File: src/rtl/mod12_hour_display.sv
// Two-digit multiplexed hour display for a mod-12 counter: maps count 0..11 to
// hours 12,1..11, tracks AM/PM across 11->0 rollovers and flags out-of-range input.
module mod12_hour_display #(
    parameter int REFRESH_DIV = 4
) (
    input  logic       clk,
    input  logic       rst,
    input  logic [3:0] q_in,
    output logic [6:0] seg,
    output logic [1:0] an,
    output logic       pm,
    output logic       wrap_pulse,
    output logic       range_err
);

    localparam logic [7:0] RC_LAST = 8'(REFRESH_DIV - 1);

    logic [3:0] r_q_d;
    logic       r_pm;
    logic       r_wrap;
    logic       r_range_err;
    logic [7:0] r_rc;
    logic       r_digit_sel;
    logic [6:0] r_seg;
    logic [1:0] r_an;

    logic       w_in_range;
    logic       w_wrap;
    logic       w_rc_last;
    logic [3:0] w_hour;
    logic [3:0] w_units;
    logic       w_tens_blank;
    logic [6:0] w_next_seg;
    logic [1:0] w_next_an;

    // Decimal digit to {g,f,e,d,c,b,a} segment pattern; non-digits go dark.
    function automatic logic [6:0] seg_code(input logic [3:0] digit);
        case (digit)
            4'd0:    seg_code = 7'b0111111;
            4'd1:    seg_code = 7'b0000110;
            4'd2:    seg_code = 7'b1011011;
            4'd3:    seg_code = 7'b1001111;
            4'd4:    seg_code = 7'b1100110;
            4'd5:    seg_code = 7'b1101101;
            4'd6:    seg_code = 7'b1111101;
            4'd7:    seg_code = 7'b0000111;
            4'd8:    seg_code = 7'b1111111;
            4'd9:    seg_code = 7'b1101111;
            default: seg_code = 7'b0000000;
        endcase
    endfunction

    assign w_in_range = (q_in <= 4'd11);
    // Only a true 11->0 count step is a rollover; a plain load of 0 is not.
    assign w_wrap     = w_in_range && (q_in == 4'd0) && (r_q_d == 4'd11);
    assign w_rc_last  = (r_rc == RC_LAST);

    // Hour mapping, digit split and next segment/anode pattern for the current digit.
    always_comb begin
        w_hour       = 4'd0;
        w_units      = 4'd0;
        w_tens_blank = 1'b1;
        w_next_seg   = 7'b0000000;
        w_next_an    = 2'b01;
        w_hour = (r_q_d == 4'd0) ? 4'd12 : r_q_d;
        if (w_hour >= 4'd10) begin
            w_tens_blank = 1'b0;
            w_units      = w_hour - 4'd10;
        end else begin
            w_tens_blank = 1'b1;
            w_units      = w_hour;
        end
        if (r_digit_sel) begin
            w_next_an  = 2'b10;
            w_next_seg = w_tens_blank ? 7'b0000000 : seg_code(4'd1);
        end else begin
            w_next_an  = 2'b01;
            w_next_seg = seg_code(w_units);
        end
    end

    // Count value, half-day flag and the one-cycle event flags.
    always_ff @(posedge clk or negedge rst) begin
        if (!rst) begin
            r_q_d       <= 4'd0;
            r_pm        <= 1'b0;
            r_wrap      <= 1'b0;
            r_range_err <= 1'b0;
        end else begin
            r_range_err <= !w_in_range;
            r_wrap      <= w_wrap;
            if (w_wrap) begin
                r_pm <= !r_pm;
            end
            if (w_in_range) begin
                r_q_d <= q_in;
            end
        end
    end

    // Free-running digit scan and registered display drive.
    always_ff @(posedge clk or negedge rst) begin
        if (!rst) begin
            r_rc        <= 8'd0;
            r_digit_sel <= 1'b0;
            r_seg       <= 7'b0000000;
            r_an        <= 2'b00;
        end else begin
            r_seg <= w_next_seg;
            r_an  <= w_next_an;
            if (w_rc_last) begin
                r_rc        <= 8'd0;
                r_digit_sel <= !r_digit_sel;
            end else begin
                r_rc <= r_rc + 8'd1;
            end
        end
    end

    assign seg        = r_seg;
    assign an         = r_an;
    assign pm         = r_pm;
    assign wrap_pulse = r_wrap;
    assign range_err  = r_range_err;

endmodule

File: config.mk
export PLATFORM = sky130hd
export DESIGN_NAME = mod12_hour_display
export DESIGN_NICKNAME = d
export VERILOG_FILES = /design/src/rtl/mod12_hour_display.sv
export SDC_FILE = /design/constraint.sdc
export NUM_CORES = 1
export LEC_CHECK = 0
export BUFFER_PORTS_ARGS = -buffer_cell sky130_fd_sc_hd__buf_2
export CORE_MARGIN = 3
export CORE_UTILIZATION = 45
export CTS_CLUSTER_DIAMETER = 40
export DETAILED_ROUTE_END_ITERATION = 8
export PLACE_DENSITY = 0.71
export SYNTH_ARGS = -nofsm -noshare
export SYNTH_HDL_FRONTEND = slang
export SYNTH_SLANG_ARGS = --single-unit
File: constraint.sdc
create_clock -name clk -period 4.59 [get_ports clk]
set_input_delay 0.918 -clock clk [delete_from_list [all_inputs] [get_ports clk]]
set_output_delay 0.918 -clock clk [all_outputs]
set_load 0.01 [all_outputs]
==> run summary, run 1 <==
The routability congestion estimate was 0.7873; the overall die area was 3632 sq um. The worst setup path is captured at a flip-flop. The summed area of non-filler cells in the final layout is 1434 sq um.

The detailed-routing wirelength on met1 is 1011 microns, and the final antenna diode count is 0. The logs give 47.64% for the starting density of the core and 165 for the placed cell count. The clock drives 25 sinks. Measured against the total synthesized area, the mux share comes to 1.511%. The final routed wirelength across all metal layers is 2327 microns.

The number of warnings issued by yosys was 0; the area fraction of the dominant cell type after synthesis was 47.21%. The number of hold buffers added after CTS was 0. Compared with the post-synthesis result, the final layout area differs by 8.216%. Wire length per cell: 13.77 microns.

Entering global routing, the biggest net connects 26 pins. The detailed router placed 958 vias in this run. Between clock sinks in the finished design, the worst skew comes to 0.001559 ns.

By area the synthesized netlist is led by sky130_fd_sc_hd__dfrtp_1, sky130_fd_sc_hd__ha_1, sky130_fd_sc_hd__xnor2_1. The simple-gate share of the synthesized area is 16.71%, and the top-level port count is 18. Once the clock tree was built, the resizer swapped 0 gates to a different size. Once layout is complete, the cells apart from fillers number 169. The worst setup path category is reg -> reg.

The analysis attributes to cell leakage a power of 0.6729 nW. In the routed design, unresolved DRC markers number 0. The tree is rooted in a sky130_fd_sc_hd__clkbuf_4. The tools report the highest attainable clock frequency as 0.4307 GHz.

Summed over all nets, wire length on met3 after detailed routing comes to 80 microns. The horizontal extent of the die came out at 60.27 microns. Across the run, the number of max-cap violations was 0. The flow ran to the end, and the final reports show no timing, DRC or antenna violations. For the count of final hold-check violations, the log shows 0. The synthesized netlist devotes 6.610% of its cell area to adder and majority cells. The tools report the origin of the worst min-delay path as r_rc[0]. Detailed-route vias per instance: 5.669.

The half-perimeter wire length of the detailed placement result was 1743 microns. In this run, synthesis inferred 0 flip-flops with an integrated enable. The detail route stage leaves a number of antenna-violating nets equal to 0.

The global-route wire length before repair came out at 4064 microns. For this run, the post-layout net count is 152. The cell count after synthesis came out at 123.

The initial antenna violation count came out at 0. Reg-to-reg startpoint: r_q_d[2]. The number of buffer cells added on primary ports came out at 17.

The worst hold path class is reg -> reg. The fraction of final layout cells with drive strength greater than 1 works out to 21.74%. After synthesis, flip-flops and latches occupy 47.21% of the total area.

For this run the aggregate overflow at the end of global routing stands at 0. The post-CTS clock slew at the launch and capture registers of the worst setup and hold paths was 0.13 ns; the number of global-route vias before repair was 928. The number of nets in the synthesized netlist is 136. The die span in y is 60.27 microns.

In this run the deepest clock path goes through 2 buffers. Most frequently used cell type in the post-synthesis netlist: sky130_fd_sc_hd__dfrtp_1. The highest metal layer carrying signal wires in the routed design is met4.

Clock tree synthesis inserted a total of 3 buffers. Once placement finished, the instance area stood at 1406 sq um. The tools report the CTS H-tree depth as 1.

Setup violations remaining at the end of the flow were counted as 0. Across the VDD grid, the largest voltage drop is 0.0002018 V. The smallest clock period supported by the final layout is computed as 2.322 ns. Xor and xnor fraction of the mapped netlist area: 5.288%.

The floorplan step defined a core boundary enclosing 2781 sq um. The site row count came out at 19. The share of synthesized registers carrying an async set or reset is 100.0%, and the total negative slack for setup checks is 0 ns. STA puts the critical path data required time at 4.83 ns. For this design the ratio of total power to cell area is 322.1 nW/um^2. The commonest cells after synthesis are sky130_fd_sc_hd__dfrtp_1, sky130_fd_sc_hd__nand2_1, sky130_fd_sc_hd__nand3_1, sky130_fd_sc_hd__ha_1. The largest area contributor in the synthesized netlist is sky130_fd_sc_hd__dfrtp_1. Counting distinct cell types in the post-synthesis netlist gives 42. The data arrival time of the critical path is 2.57 ns.

Overall fraction of global-route tracks in use: 14.74%. The tools report the start point of the critical path as r_q_d[2]. Detailed-routing iteration count for the pre-antenna-repair pass: 4.

Part of the cycle the worst path needs: 50.58%. Highest net fanout along the worst path: 11. The average instance in the mapped netlist occupies 10.77 sq um.

The tools report the number of pins exceeding their max-slew limit in the final report as 0. The clock network latency to the later pin of the worst-skew pair was 0.31 ns; the fraction of the mapped netlist area in compound gates was 17.47%. Post-CTS timing repair inserted 0 buffers for setup. For the max-slew headroom at the worst pin, the log shows 63.54%.

Setup repair after global routing left no endpoint under its margin. Counting flops and latches in the post-synthesis netlist gives 25. The worst setup path is launched from a flip-flop.

The most used flip-flop cell after synthesis is sky130_fd_sc_hd__dfrtp_1. At the pin with the least slew margin, the transition time is 0.5468 ns. The layout has 250 filler cells.

Detailed routing placed a total of 1176 microns of wire on met2. The synthesized netlist occupies a cell area of 1325 sq um. The number of DRC markers in iteration 0 came out at 49. By area, the combinational part of the netlist is dominated by compound AO/OA/AOI/OAI gates.

The post-route core utilization was 51.55%. TritonCTS built the clock tree.
## critical path: stages, from the launching register on
cell and delay (ns):
sky130_fd_sc_hd__dfrtp_1 0.63, sky130_fd_sc_hd__inv_1 0.14, sky130_fd_sc_hd__a21oi_1 0.19, sky130_fd_sc_hd__o21ai_1 0.16, sky130_fd_sc_hd__ha_1 0.29, sky130_fd_sc_hd__or3_1 0.33, sky130_fd_sc_hd__a311o_1 0.35, sky130_fd_sc_hd__a21oi_1 0.17
## layout make-up
type,count,area [sq um],area share (%)
tap,31,38.79,2.705
multi-input combinational,85,630.6,43.98
sequential,25,625.6,43.63
clock inverter,1,5.005,0.3490
clock buffer,3,22.52,1.571
timing repair buffer,17,85.08,5.934
inverter,7,26.28,1.832
## worst paths after layout
kind,end,slack (ns),cells past startpoint
setup / recovery,seg[6],2.27,7
hold / removal,r_rc[0],0.47,1
setup reg to reg,seg[6],2.27,7
hold reg to reg,r_rc[0],0.47,1
max in group asynchronous,wrap_pulse,3.66,1
min in group asynchronous,r_rc[3],0.57,1
## metrics by stage
step                      setup WS, ns  total power [W]  hold WS, ns
after global routing             2.049        0.0004911       0.4919
after detailed placement         2.347        0.0003704       0.4605
after floorplan                  2.584        0.0003383       0.3519
final                            2.268        0.0004618       0.4719
after global placement           2.362        0.0003687       0.4422
after CTS                        2.326        0.0004662       0.4788
## placed cells by master, fill, tap and decap left out, drive strengths merged, types with 3 or more instances in the layout
master	n
o21ai	6
xnor2	6
a21oi	6
clkbuf	3
ha	7
nand2	12
nor2	6
inv	7
buf	17
o31ai	3
dfrtp	25
nand3	8
## cells by family after synthesis
family	after synthesis
DFF	25
muxes	2
xor gates and xnor gates	8
AOI/OAI and AO/OA	27
and+or+nand+nor	41
buffers and inverters	13
adders and majority gates	7
## power breakdown
group	total, W	leakage [nW]	switching [W]	internal (W)
Combinational	0.000113	0.341	0.0000635	0.0000498
Clock	0.0000963	0.0177	0.0000637	0.0000326
Sequential	0.000252	0.314	0.0000131	0.000239
Total	0.000462	0.673	0.000140	0.000322
## routing by layer
layer / vias to the layer above / global-route usage [%]
li1: 462 / -
met1: 469 / 19.36
met2: 20 / 24.07
met3: 7 / 1.512
met4: 0 / 6.962
met5: - / 0
## sequential cells by signal, indices dropped and copies added (netlist names)
signal,flops
wrap_pulse,1
r_rc,8
pm,1
an,2
seg,7
range_err,1
r_q_d,4
r_digit_sel,1
Note: power is estimated with default switching activity, not from simulation.
==> run 2, diff against run 1 <==
Settings changed: PLACE_DENSITY 0.71 to 0.73.
Clock period 4.59 ns to 1.95 ns, I/O delays scaled along.
==> run 2 against run 1 <==
Total power rose to 2.6 times the previous value. First-iteration DRC count grew 84%. Sequential power increased by 130%. Clock skew is 0.0070 ns higher. Clock-buffer cell count did not move. Fmax is 15% higher. Setup slack got worse by 2.3 ns. Critical path depth is 2 higher. Critical endpoint is now seg[4]. Via count up 11%. Worst hold slack worse by 0.45 ns. Die area stayed put. The flow now finishes with violations (setup timing).
==> run summary, run 2 (synthesis results as in run 1) <==
The run finished, with violations left. The checks that failed: setup timing. The post-route core utilization is 58.66% (+7.1 points). The worst hold path class was in -> async. Among the stages of the critical path, the cell type that occurs most often is sky130_fd_sc_hd__o31ai_1. Starting density of the core: 47.64% (unchanged). The cell leakage power was 0.7672 nW (+14%). The run gives 1 (+1) as the final setup violation count. The total DRC errors in the routed layout is 0 (unchanged), and the proportion of total power due to net switching is 32.13% (+1.8 points). The part of the cycle the worst path needs is 103.6% (+53 points), and the overall power consumption is 0.001213 W (+160%). The internal power component came out at 0.0008236 W (+160%).

The overall die area was 3632 sq um (unchanged); the horizontal extent of the die was 60.27 microns (unchanged). The kind of cell adding the most delay to the critical path was compound AO/OA/AOI/OAI gates. The critical path is of the reg -> reg type. The detailed-route vias per instance was 5.638 (-0.54%). The max capacitance violation total was 0 (unchanged); the wire length per cell was 15.53 microns (+13%).

For the final cell count without fillers, the log shows 188 (+11%). The final routed wirelength across all metal layers was 2919 microns (+25%). Clock root buffer master: sky130_fd_sc_hd__clkbuf_4.

Clock skew: 0.008563 ns (+0.007005 ns). Leaving out fill and tap cells, the most frequent cell in the layout is sky130_fd_sc_hd__dfrtp_1. The summed area of non-filler cells in the final layout is 1632 sq um (+14%). Walking the worst path, the cells encountered are inv_1 > a21oi_2 > o21ai_2 > buf_4 > ha_1 > o31ai_1 > nand2_1 > o211ai_1 > o31ai_1.

The total negative slack for setup checks is -0.07073 ns (-0.07073 ns), and the top-level port count is 18 (unchanged). The delay of the slowest cell on the worst path works out to 0.46 ns (-0.17 ns). The highest net fanout along the worst path is 6 (-5), and the half-perimeter wire length of the detailed placement result is 1846 microns (+5.9%). The part of the total power dissipated in sequential elements is 48.0% (-6.6 points), and the global-route wire length before repair is 4209 microns (+3.6%). The number of buffer cells added on primary ports came out at 17 (unchanged). Site row count: 19 (unchanged). In the layout the commonest cells are sky130_fd_sc_hd__dfrtp_1, sky130_fd_sc_hd__buf_4, sky130_fd_sc_hd__buf_2. The run gives 681.9 sq um (+8.1%) as the area taken by multi-input logic gates.

The cell with the largest stage delay on the worst path is sky130_fd_sc_hd__dfrtp_2. The pin slew with the least headroom to its limit was 0.5525 ns (+0.005633 ns); the number of DRC markers in iteration 0 was 90 (+84%). The reg-to-reg startpoint was r_q_d[2]. The count of final hold-check violations was 0 (unchanged). The placeable core region was 2781 sq um (unchanged); the clock network fraction of total power was 20.1% (-0.8 points). The vias after detailed routing is 1060 (+11%). The category of the worst setup path launch point was a flip-flop. Clock period minus worst slack: 2.021 ns (-0.3010 ns). The tools report the final antenna diode count as 0 (unchanged). The tools report the clock network latency to the later pin of the worst-skew pair as 0.33 ns (+0.02 ns).

The cell area reported after detailed placement was 1479 sq um (+5.2%); the maximum number of buffers from clock root to sink was 2 (unchanged). The count of hold buffers inserted by post-cts repair was 0 (unchanged). The number of pins exceeding their max-slew limit in the final report is 0 (unchanged), and the die span in y is 60.27 microns (unchanged). Highest attainable clock frequency: 0.4949 GHz (+15%).

The number of buffer and inverter instances along the worst setup path is 2 (+1), and the CTS H-tree depth is 1 (unchanged). The run gives 4 (unchanged) as the detailed-routing iteration count for the pre-antenna-repair pass. The post-detailed-route count of antenna-violating nets was 0 (unchanged). The number of clock sinks was 25 (unchanged). TritonCTS built the clock tree. The power density normalized to cell area was 743.7 nW/um^2 (+130%).

For the aggregate global routing overflow, the log shows 0 (unchanged). Fraction of final layout cells with drive strength greater than 1: 36.31% (+15 points). The category of the worst setup path capture point was a flip-flop. The run gives 171 (+13%) as the number of nets in the final layout.

The logic depth of the worst register-to-register path works out to 9 (+2). TritonCTS buffer count: 3 (unchanged). The data required time of the worst path came out at 2.17 ns (-2.66 ns). The logic depth of the worst path, buffers included is 9 (+2). The flip-flop count of the largest register after layout was 8 (unchanged); the max-slew headroom at the worst pin was 63.17% (-0.38 points). For the peak supply drop, the log shows 0.0004665 V (+130%). The placed cell count came out at 174 (+5.5%). The critical path starts at r_q_d[2]. Data arrival time of the critical path: 2.24 ns (-0.33 ns). The logs give 26 (unchanged) for the maximum number of pins on one net before global-route repair and 243 (-2.8%) for the number of filler instances in the final layout. The switching power summed over all nets is 0.0003898 W (+180%), and the initial antenna violation count is 0 (unchanged). r_rc holds more flip-flops than any other register. The post-CTS clock slew at the launch and capture registers of the worst setup and hold paths was 0.14 ns (about the same); the worst setup margin was -0.07073 ns (-2.339 ns). The area taken by flip-flops and latches is 626.9 sq um (+0.20%). The growth of design area from synthesis to finish was 23.13%. The overall fraction of global-route tracks in use is 15.63% (+0.89 points). The tools report the number of global-route vias before repair as 976 (+5.2%). Routability congestion estimate: 0.9148 (+16%). The combinational share of power was 32.0% (+7.5 points).
==> run 2: area by class of cell <==
class	count	area share, %
multi-input cells	85	41.79
flip-flops and latches	25	38.42
repair buffers	36	13.96
well taps	31	2.377
inverters	7	1.610
clock buffers	3	1.380
clock inverters	1	0.4601
==> run 2: stage by stage <==
stage | setup slack [ns] | hold slack, ns
6_report | -0.07073 | 0.02213
3_3_place_gp | -0.02079 | 0.4038
2_1_floorplan | 0.007778 | 0.09441
5_1_grt | -0.1070 | 0.03967
4_1_cts | 0.002196 | 0.03839
3_5_place_dp | 0.01273 | 0.4097
==> run 2: final timing paths <==
path | endpoint | slack (ns)
setup reg to reg | seg[4] | -0.07
max in group asynchronous | r_q_d[2] | 1.54
min in group clk | r_q_d[3] | 0.26
hold reg to reg | r_rc[0] | 0.47
setup / recovery | seg[4] | -0.07
hold / removal | r_q_d[3] | 0.02
==> run 2: routing by layer <==
| layer | GRT usage (%) | wire length (microns) | vias to the layer above |
|---|---|---|---|
| met3 | 2.592 | 188 | 7 |
| li1 | - | - | 501 |
| met5 | 0 | 0 | - |
| met2 | 26.54 | 1522 | 57 |
| met4 | 7.595 | 42 | 0 |
| met1 | 18.93 | 1166 | 495 |
==> run 2: power groups by stage <==
stage | clock (W) | combinational [W] | sequential, W
floorplan | 0 | 0.000185 | 0.000613
global placement | 0 | 0.000304 | 0.000590
detailed placement | 0 | 0.000311 | 0.000591
CTS | 0.000252 | 0.000321 | 0.000581
global route | 0.000273 | 0.000417 | 0.000587
finish | 0.000243 | 0.000388 | 0.000582
==> run 2: repair_timing <==
action                     4_1_cts  5_1_grt
hold endpoints to repair         0        0
pin swaps                        1        4
setup endpoints to repair        4        5
setup buffers                    2        8
resized for setup                1        9
==> run 2: worst reg2reg max path, delay by kind of cell, from the launching register on <==
| family | cells | cell delay [ns] |
|---|---|---|
| AOI/OAI and AO/OA | 5 | 0.85 |
| DFF | 1 | 0.46 |
| buffers and inverters | 2 | 0.26 |
| adders and majority gates | 1 | 0.23 |
| and+or+nand+nor | 1 | 0.11 |
